## src/rtl/fetch_unit.sv

```systemverilog
// Instruction-fetch front end: owns the fetch PC, issues to a 1-cycle imem and buffers words with their PC.
// Define FETCH_STATS_EN to add the stat_fetched / stat_flushed saturating counters.
module fetch_unit #(
  parameter int              XLEN       = 32,
  parameter logic [XLEN-1:0] RESET_PC   = '0,
  parameter int              IBUF_DEPTH = 4
) (
  input  logic            clk,
  input  logic            Reset,
  output logic            imem_req,
  output logic [XLEN-1:0] imem_addr,
  input  logic [31:0]     imem_rdata,
  output logic [31:0]     Instr,
  output logic [XLEN-1:0] instr_pc,
  output logic            instr_valid,
  input  logic            instr_ready,
  input  logic            redirect,
  input  logic [XLEN-1:0] redirect_target
`ifdef FETCH_STATS_EN
  ,
  output logic [31:0]     stat_fetched,
  output logic [31:0]     stat_flushed
`endif
);

  localparam int              IW         = $clog2(IBUF_DEPTH);
  localparam int              CW         = IW + 1;
  localparam logic [31:0]     NOP        = 32'h0000_0013;
  localparam logic [XLEN-1:0] ALIGN_MASK = ~(XLEN'(3));

  logic [XLEN-1:0] fetch_pc;
  logic [XLEN-1:0] pend_pc;
  logic            pending;
  logic [IW-1:0]   wr_ptr;
  logic [IW-1:0]   rd_ptr;
  logic [CW-1:0]   count;
  logic [CW-1:0]   credit;
  logic            issue;
  logic            push;
  logic            pop;

  logic [31:0]     buf_instr [IBUF_DEPTH];
  logic [XLEN-1:0] buf_pc    [IBUF_DEPTH];

  // Credits include the in-flight fetch so a returned word always has a slot.
  assign credit = count + CW'(pending);
  assign issue  = Reset & ~redirect & (credit < CW'(IBUF_DEPTH));
  assign push   = pending & ~redirect;
  assign pop    = (count != '0) & instr_ready & ~redirect;

  always_ff @(posedge clk or negedge Reset) begin
    if (!Reset) begin
      fetch_pc <= RESET_PC;
      pend_pc  <= '0;
      pending  <= 1'b0;
      wr_ptr   <= '0;
      rd_ptr   <= '0;
      count    <= '0;
    end else if (redirect) begin
      // Dropping pending here discards the response arriving in the redirect cycle.
      fetch_pc <= redirect_target & ALIGN_MASK;
      pending  <= 1'b0;
      wr_ptr   <= '0;
      rd_ptr   <= '0;
      count    <= '0;
    end else begin
      pending <= issue;
      if (issue) begin
        fetch_pc <= fetch_pc + XLEN'(4);
        pend_pc  <= fetch_pc;
      end
      if (push) wr_ptr <= wr_ptr + IW'(1);
      if (pop)  rd_ptr <= rd_ptr + IW'(1);
      count <= count + CW'(push) - CW'(pop);
    end
  end

  always_ff @(posedge clk) begin
    if (Reset && push) begin
      buf_instr[wr_ptr] <= imem_rdata;
      buf_pc[wr_ptr]    <= pend_pc;
    end
  end

  assign imem_req    = issue;
  assign imem_addr   = fetch_pc;
  assign instr_valid = (count != '0);
  assign Instr       = instr_valid ? buf_instr[rd_ptr] : NOP;
  assign instr_pc    = instr_valid ? buf_pc[rd_ptr]    : '0;

`ifdef FETCH_STATS_EN
  logic [32:0] fetched_sum;
  logic [32:0] flushed_sum;

  assign fetched_sum = {1'b0, stat_fetched} + 33'(push);
  assign flushed_sum = {1'b0, stat_flushed} + 33'(count) + 33'(pending);

  always_ff @(posedge clk or negedge Reset) begin
    if (!Reset) begin
      stat_fetched <= '0;
      stat_flushed <= '0;
    end else begin
      if (push)
        stat_fetched <= fetched_sum[32] ? 32'hFFFF_FFFF : fetched_sum[31:0];
      if (redirect)
        stat_flushed <= flushed_sum[32] ? 32'hFFFF_FFFF : flushed_sum[31:0];
    end
  end
`endif

endmodule

```

## config.mk

```make
export PLATFORM = sky130hd
export DESIGN_NAME = fetch_unit
export DESIGN_NICKNAME = d
export VERILOG_FILES = /design/src/rtl/fetch_unit.sv
export SDC_FILE = /design/constraint.sdc
export NUM_CORES = 1
export LEC_CHECK = 0
export ABC_AREA = 1
export CORE_ASPECT_RATIO = 0.9
export CORE_UTILIZATION = 30
export CTS_CLUSTER_SIZE = 25
export DETAILED_ROUTE_END_ITERATION = 8
export PLACE_DENSITY = 0.45
export SLEW_MARGIN = 20
export SYNTH_ARGS = -nofsm -noshare
export SYNTH_HDL_FRONTEND = slang
export SYNTH_SLANG_ARGS = --single-unit
```

## constraint.sdc

```tcl
create_clock -name clk -period 4.4 [get_ports clk]
set_input_delay 0.44 -clock clk [delete_from_list [all_inputs] [get_ports clk]]
set_output_delay 0.44 -clock clk [all_outputs]
set_load 0.01 [all_outputs]
```

==> metrics.yaml, run 1 <==
status: "finished, final reports clean"
hold_viol: 0
slew_viol_final: 0
yosysTopAreaCellShare_pct: 55.5
worst_slew_pin_slew_ns: 0.919
cp.arrival_ns: 3.42
avgRoutedWirePerCell_um: 16.7
globalplace.congestion: 0.765
r2r-start: "count[1]"
yosysWarnings: 0
synth-edff-count: 248
drt_iter0_drc: 469
fmax_mhz: 259
crit_type: "register to output port"
postSynth.asyncResetShare_pct: 21.5
synth_cell_types: 35
crit_path_end_kind: "output port"
hold_buffers: 0
cts_setup_buffers: 0
syn-mean-instance-area_sq_um: 10.6
pre_cts_ws_ns: 1.01
ir_drop_v: 0.000285
die_width_um: 225
tns_ns: 0
dieHeight_um: 203
top_level_ports: 166
vias_per_cell: 4.46
synth.most_common_cell: "nor2_1"
grt_pass1_vias: 9141
worstPathRequired_ns: 3.96
finalCriticalPeriod_ns: 3.86
drc: 0
timing.final.ws_setup_ns: 0.536
cts_resized: 0
max_cap_violations: 0
fin_skew_ns: 0.0185
p_leak_nw: 6.09
critical_path.startpoint: "rd_ptr[0]"
hp-class: "primary input to asynchronous set/reset pin"
grt_usage_pct: 15.2
overflow: 0
crit_fanout: 67
dp_hpwl_um: 19800
ant_nets: 0
rsz0062_at_grt: "false"
ys_seq_area_share_pct: 68.2
synthTopCellsByCount: "288 x nor2_1, 248 x edfxtp_1, 197 x nand2_1"
syn_area_sq_um: 13400
fin_nets: 1491
num_rows: 73
clock_latency_ns: 0.52
grt_pass1_wl_um: 53200
start_kind: "register"
n_fill_cell: 4394
antenna_found_initial: 0
dieArea_sq_um: 45600
drt-pass1-iter-count: 6
post_dp_cell_area_sq_um: 15600
path_clk_slew_ns: 0.06
power.density_nw_per_um2: 551
drive_above_1_share_pct: 6.68
vias: 9098
synth_top_cell_by_area: "edfxtp_1"
grt_max_degree: 96
finalSetupViolations: 0
finalCritPeriodShare_pct: 87.8
cts_made_buffers: 36
total_power_mw: 9.20
ys_top_cells_by_area: "edfxtp_1 55%, dfrtp_1 13%, nor2_1 8.1%"
clockBufferDepth: 3
io_buffers: 159
ys_ff_latch: 316
synth_ff_type: "edfxtp_1"
ctsRootBufferMaster: "clkbuf_16"
routed_wl_um: 34000
areaGrowthSynthToFinish_pct: 24.4
slew_headroom_pct: 38.7
tritoncts: "built"
synthesis.instances: 1269
coreArea_sq_um: 44100
fin_area_sq_um: 16700
htree_levels: 2
clock_sinks: 316
start_util_pct: 30.4
-- cells by family (layout without fill, tap and decap cells) --
kind of cell / after synthesis / after routing / share of synthesized area, %
other: 1 / 5 / 0.0279
AOI/OAI and AO/OA: 226 / 226 / 8.57
DFF: 316 / 316 / 68.2
and+or+nand+nor: 576 / 576 / 17.5
adders and majority gates: 8 / 8 / 0.802
buffers and inverters: 137 / 303 / 4.64
xor gates and xnor gates: 5 / 5 / 0.326
-- where the power goes --
part           switching, mW  total, mW  leakage, nW  internal (mW)
clock                   1.12       2.72        0.515           1.61
sequential             0.336       3.92         3.09           3.58
combinational           1.45       2.55         2.49           1.10
-- worst max-delay path, cell delays in order (launching register included) --
cell	delay, ns
dfrtp_4	0.67
clkinv_2	0.82
buf_12	0.49
nor2_1	0.12
nor2_1	0.04
o21ai_0	0.10
o311ai_1	0.12
clkdlybuf4s50_1	0.51
-- stage by stage --
step	instances	utilization, %	hold WS (ns)
2_1_floorplan	1272	-	0.144
5_1_grt	2038	37.8	0.246
6_report	2039	37.8	0.175
4_1_cts	2038	37.8	0.224
3_3_place_gp	1977	35.4	0.506
3_5_place_dp	1977	35.4	0.511
-- worst paths after layout --
kind                                end  slack, ns  depth (start not counted)
hold reg to reg            buf_pc[2][6]       0.52                          0
setup reg to reg               count[2]       1.69                         13
max in group asynchronous     rd_ptr[0]       3.50                          2
setup / recovery               Instr[0]       0.54                          7
min in group clk           imem_addr[2]       0.47                          3
hold / removal             imem_addr[4]       0.17                          2
-- layer usage --
metal / vias up / routed length, um / GRT usage, %
li1: 4581 / - / -
met1: 4288 / 16400 / 21.4
met2: 193 / 15400 / 23.9
met3: 36 / 1690 / 3.01
met4: 0 / 506 / 3.77
met5: - / 0 / 0
-- cell usage in the layout, fill, tap and decap left out, drive strengths merged --
cell type	synthesis	routed
nor2	298	298
edfxtp	248	248
nand2	205	205
clkdlybuf4s50	0	158
o21ai	158	158
dfrtp	68	68
nand3	66	66
a21oi	62	62
inv	62	62
clkbuf	26	49
clkinv	8	19
buf	41	14
ha	7	7
xor2	5	5
conb	1	4
o311ai	3	3
o211ai	3	3
and2	2	2
diode	0	1
nand4	1	1
and3	1	1
nor3	1	1
nand3b	1	1
or2	1	1
fa	1	1
bufinv	0	1
-- final cells by class --
cell class                      count  area, sq um  share of cell area, %
Tap cell                          600          751                   4.50
Inverter                           70          269                   1.61
Timing Repair Buffer              172         1760                   10.6
Clock buffer                       49          981                   5.88
Multi-Input combinational cell    819         3700                   22.2
Sequential cell                   316         9150                   54.8
Antenna cell                        1         2.50                 0.0150
Clock inverter                     12         75.1                  0.450
-- registers in the layout, indices dropped and copies added, names as in the netlist --
signal	flops
buf_instr	128
buf_pc	120
imem_addr	30
pend_pc	30
count	3
rd_ptr	2
wr_ptr	2
pending	1
Power figures use the tool's default switching activity.
==> run 2, diff against run 1 <==
--- a/config.mk
+++ b/config.mk
@@ -7,10 +7,10 @@
 export LEC_CHECK = 0
 export ABC_AREA = 1
 export CORE_ASPECT_RATIO = 0.9
-export CORE_UTILIZATION = 30
-export CTS_CLUSTER_SIZE = 25
+export CORE_UTILIZATION = 56
+export CTS_CLUSTER_SIZE = 40
 export DETAILED_ROUTE_END_ITERATION = 8
-export PLACE_DENSITY = 0.45
+export PLACE_DENSITY = 0.77
 export SLEW_MARGIN = 20
 export SYNTH_ARGS = -nofsm -noshare
 export SYNTH_HDL_FRONTEND = slang
==> constraint.sdc (replaced) <==
create_clock -name clk -period 4 [get_ports clk]
set_input_delay 0.4 -clock clk [delete_from_list [all_inputs] [get_ports clk]]
set_output_delay 0.4 -clock clk [all_outputs]
set_load 0.01 [all_outputs]
==> metrics.yaml, run 2 (synthesis gave the netlist of run 1 again) <==
vias: 9513
start_util_pct: 57.3
routed_wl_um: 29400
clock_sinks: 316
fmax_mhz: 288
dieHeight_um: 149
clockBufferDepth: 3
clock_latency_ns: 0.55
comb_power_share_pct: 27.4
power.share.clock_pct: 30.1
coreArea_sq_um: 23400
crit_path_end_kind: "output port"
worst_slew_pin_slew_ns: 0.920
globalplace.congestion: 0.838
tns_ns: 0
grt_pass1_vias: 9039
ir_drop_v: 0.000376
slowest_delay_ns: 0.63
largestRegisters: "buf_instr (128), buf_pc (120)"
worstPathRequired_ns: 3.60
finalSetupViolations: 0
slew_viol_final: 0
grt_pass1_wl_um: 45600
top_level_ports: 166
dpl.cell_count: 1686
fin_nets: 1494
vias_per_cell: 5.45
timing.final.ws_setup_ns: 0.524
htree_levels: 1
p_sw_mw: 3.07
drc: 0
drive_above_1_share_pct: 7.48
antenna_found_initial: 0
ctsRootBufferMaster: "clkbuf_16"
cts_made_buffers: 31
slew_headroom_pct: 38.7
rsz0062_at_grt: "false"
power.density_nw_per_um2: 614
path_clk_slew_ns: 0.06
total_power_mw: 10.1
finalCriticalPeriod_ns: 3.48
areaGrowthSynthToFinish_pct: 22.1
p_leak_nw: 6.14
reg2reg_depth: 13
cp.arrival_ns: 3.08
hold_viol: 0
drt-pass1-iter-count: 5
final_cell_mix: "283 x nor2_1, 248 x edfxtp_1, 197 x nand2_1, 158 x clkdlybuf4s50_1, 126 x o21ai_0"
drt_iter0_drc: 843
overflow: 0
die_width_um: 165
crit_fanout: 116
num_rows: 53
pre_cts_ws_ns: 1.16
grt_max_degree: 117
cpMostUsedCell: "nor2_1"
dp_hpwl_um: 17400
fin_skew_ns: 0.0205
antenna_cells: 0
status: "finished, final reports clean"
sw_frac_of_total_pct: 30.5
critPathTopFamily: "buffers and inverters"
finalCritPeriodShare_pct: 86.9
crit_type: "register to output port"
intPower_mw: 6.99
largest_register_ffs: 128
max_cap_violations: 0
p_seq_share_pct: 42.4
ant_nets: 0
worstPathCellList: "buf_6 > nor2_1 > nor2_1 > o21ai_0 > a21oi_1 > clkdlybuf4s50_1"
cp.buffers_inverters: 2
final_cells: 1745
hp-class: "primary input to asynchronous set/reset pin"
start_kind: "register"
tritoncts: "built"
cts_resized: 0
crit_slowest_cell: "buf_6"
final_common_cell: "nor2_1"
cp.depth: 6
largest_register: "buf_instr"
avgRoutedWirePerCell_um: 16.8
dieArea_sq_um: 24600
grt_usage_pct: 24.2
io_buffers: 159
-- run 2: cell count changes in the layout (fill, tap and decap cells not counted), moves of 2 or more --
cell	delta
buf_12	-2
buf_4	+9
bufinv_16	+5
clkbuf_1	-4
clkbuf_16	-6
clkinv_1	-4
clkinv_2	+2
-- run 2: layout make-up --
type	count	area, sq um
Sequential cell	316	9150
Tap cell	302	378
Fill cell	1633	7020
Multi-Input combinational cell	819	3700
Inverter	70	269
Timing Repair Buffer	180	1800
Clock inverter	18	254
Clock buffer	40	830
-- run 2: worst reg2reg max path: cells and delay by family (launching register included) --
family	cells	cell delay, ns
fa+ha+maj	3	0.76
buf+inv	4	0.24
flops	1	0.46
simple gates	6	0.72
-- run 2: power by group through the flow --
stage	combinational [mW]	clock (mW)	sequential [mW]
3_3_place_gp	2.71	0	4.30
4_1_cts	2.78	3.08	4.26
3_5_place_dp	2.76	0	4.32
6_report	2.76	3.03	4.27
5_1_grt	3.04	3.20	4.31
2_1_floorplan	1.46	0	4.22
-- run 2: what timing repair did --
item | CTS | global route
buffers inserted | 0 | 0
hold endpoints to repair | 2 | 0
hold buffers | 1 | 0
-- run 2: final timing paths --
| check | start | endpoint | slack, ns |
|---|---|---|---|
| setup / recovery | rd_ptr[0] | instr_pc[11] | 0.52 |
| hold / removal | Reset | imem_addr[4] | 0.20 |
| setup reg to reg | count[1] | count[2] | 1.71 |
| hold reg to reg | pend_pc[17] | buf_pc[2][17] | 0.52 |
| max in group asynchronous | Reset | rd_ptr[0] | 2.70 |
| min in group clk | redirect_target[2] | imem_addr[2] | 0.41 |
-- run 2: per-stage QoR --
stage          cell area [sq um]  util (%)  hold WS (ns)
2_1_floorplan              13400         -         0.104
3_3_place_gp               15300      65.3         0.227
3_5_place_dp               15300      65.3         0.227
4_1_cts                    16400      70.0         0.180
5_1_grt                    16400      70.0         0.194
6_report                   16400      70.0         0.199
-- run 2: layer usage --
metal,track usage [%],share of wire (%)
met1,33.2,42
met2,40.3,47
met3,3.64,8.4
met4,7.11,2.5
met5,0,0
==> run 3, diff against run 2 <==
--- a/config.mk
+++ b/config.mk
@@ -11,6 +11,7 @@
 export CTS_CLUSTER_SIZE = 40
 export DETAILED_ROUTE_END_ITERATION = 8
 export PLACE_DENSITY = 0.77
+export SKIP_LAST_GASP = 1
 export SLEW_MARGIN = 20
 export SYNTH_ARGS = -nofsm -noshare
 export SYNTH_HDL_FRONTEND = slang
==> constraint.sdc (replaced) <==
create_clock -name clk -period 3.7 [get_ports clk]
set_input_delay 0.37 -clock clk [delete_from_list [all_inputs] [get_ports clk]]
set_output_delay 0.37 -clock clk [all_outputs]
set_load 0.01 [all_outputs]
==> metrics.yaml, run 3 (synthesis gave the netlist of run 1 again) <==
status: "finished, final reports clean"
antenna_cells: 0
holdWs_ns: 0.355
clockBufferDepth: 3
crit_type: "register to output port"
slew_viol_final: 0
largest_register_ffs: 128
worstPathRequired_ns: 3.33
tritoncts: "built"
cts_made_buffers: 31
htree_levels: 1
ant_nets: 0
p_leak_nw: 6.11
dp_hpwl_um: 17600
avgRoutedWirePerCell_um: 16.6
path_clk_slew_ns: 0.07
max_cap_violations: 0
critPathTopFamily: "buffers and inverters"
fin_nets: 1496
start_kind: "register"
start_util_pct: 57.3
slew_headroom_pct: 47.6
cp.buffers_inverters: 3
post_dp_cell_area_sq_um: 15300
drive_above_1_share_pct: 7.54
fmax_mhz: 309
top_level_ports: 166
fin_area_sq_um: 16300
clock_sinks: 316
crit_path_end_kind: "output port"
crit_slowest_cell: "clkdlybuf4s50_1"
n_fill_cell: 1682
cts_resized: 0
multi_input_area_sq_um: 3700
finalCritPeriodShare_pct: 87.4
hold_viol: 0
drc: 0
seqCellArea_sq_um: 9150
final_common_cell: "nor2_1"
ctsRootBufferMaster: "clkbuf_16"
slowest_delay_ns: 0.60
num_rows: 53
areaGrowthSynthToFinish_pct: 21.7
routed_wl_um: 29000
grt_usage_pct: 24.1
overflow: 0
finalSetupViolations: 0
final_cell_mix: "283 x nor2_1, 248 x edfxtp_1, 197 x nand2_1, 158 x clkdlybuf4s50_1, 126 x o21ai_0"
die_width_um: 165
grt_max_degree: 126
largestRegisters: "buf_instr (128), buf_pc (120)"
clock_latency_ns: 0.57
drt_iter0_drc: 836
vias: 9329
power.density_nw_per_um2: 653
largest_register: "buf_instr"
ir_drop_v: 0.000595
hp-class: "primary input to register"
globalplace.congestion: 0.831
fin_skew_ns: 0.0111
finalCriticalPeriod_ns: 3.23
coreArea_sq_um: 23400
grt_pass1_wl_um: 45400
vias_per_cell: 5.34
io_buffers: 159
dieArea_sq_um: 24600
antenna_found_initial: 1
drt-pass1-iter-count: 5
worstPathCellList: "clkinv_2 > buf_4 > nor2_1 > o311ai_1 > clkdlybuf4s50_1"
crit_fanout: 49
grt_pass1_vias: 8869
dieHeight_um: 149
rsz0062_at_grt: "false"
worst_slew_pin_slew_ns: 0.787
cp.arrival_ns: 2.86
run 3: per-layer routing:
layer | global-route usage [%] | wire, um | up-vias
met1 | 33.3 | 12300 | 4328
met3 | 4.34 | 2340 | 46
li1 | - | - | 4594
met5 | 0 | 0 | -
met4 | 6.15 | 627 | 0
met2 | 39.6 | 13700 | 361
run 3: area by class of cell:
cell class | count | area share, %
multi-input combinational | 819 | 22.7
inverter | 70 | 1.65
sequential | 316 | 56.1
clock inverter | 18 | 0.996
tap | 302 | 2.31
clock buffer | 40 | 5.08
timing repair buffer | 182 | 11.2
run 3: path summary, 6_finish.rpt:
path | from | to | slack [ns] | cells after the start
max in group asynchronous | Reset | rd_ptr[0] | 2.36 | 4
min reg2reg | pend_pc[9] | buf_pc[1][9] | 0.51 | 0
min | redirect_target[2] | imem_addr[2] | 0.36 | 3
max | rd_ptr[0] | Instr[1] | 0.47 | 5
max reg2reg | count[1] | count[2] | 1.21 | 13
min in group asynchronous | Reset | pend_pc[5] | 0.40 | 3
run 3: power breakdown:
| part | switching [mW] | internal [mW] |
|---|---|---|
| Sequential | 0.351 | 4.26 |
| Combinational | 1.71 | 1.32 |
| Clock | 1.30 | 1.73 |
| Total | 3.35 | 7.31 |
run 3: what timing repair did:
item | 4_1_cts | 5_1_grt
endpoints found under the hold margin | 22 | 0
hold buffers | 1 | 0
setup buffers | 0 | 0
run 3: per-stage QoR:
| step | setup TNS, ns | power, mW | util, % | std cells | setup slack [ns] |
|---|---|---|---|---|---|
| floorplan | -37.91 | 6.14 | - | 1272 | -0.153 |
| global placement | 0 | 7.62 | 65.5 | 1688 | 1.02 |
| detailed placement | 0 | 7.70 | 65.5 | 1688 | 0.976 |
| CTS | 0 | 10.7 | 69.8 | 1747 | 0.434 |
| global route | 0 | 11.2 | 69.8 | 1747 | 0.298 |
| finish | 0 | 10.7 | 69.8 | 1747 | 0.465 |
run 3: worst reg2reg max path, delay by kind of cell (launching register included):
| family | cells | cell delay [ns] |
|---|---|---|
| flops | 1 | 0.45 |
| fa+ha+maj | 3 | 0.82 |
| simple gates | 6 | 0.85 |
| buf+inv | 4 | 0.26 |
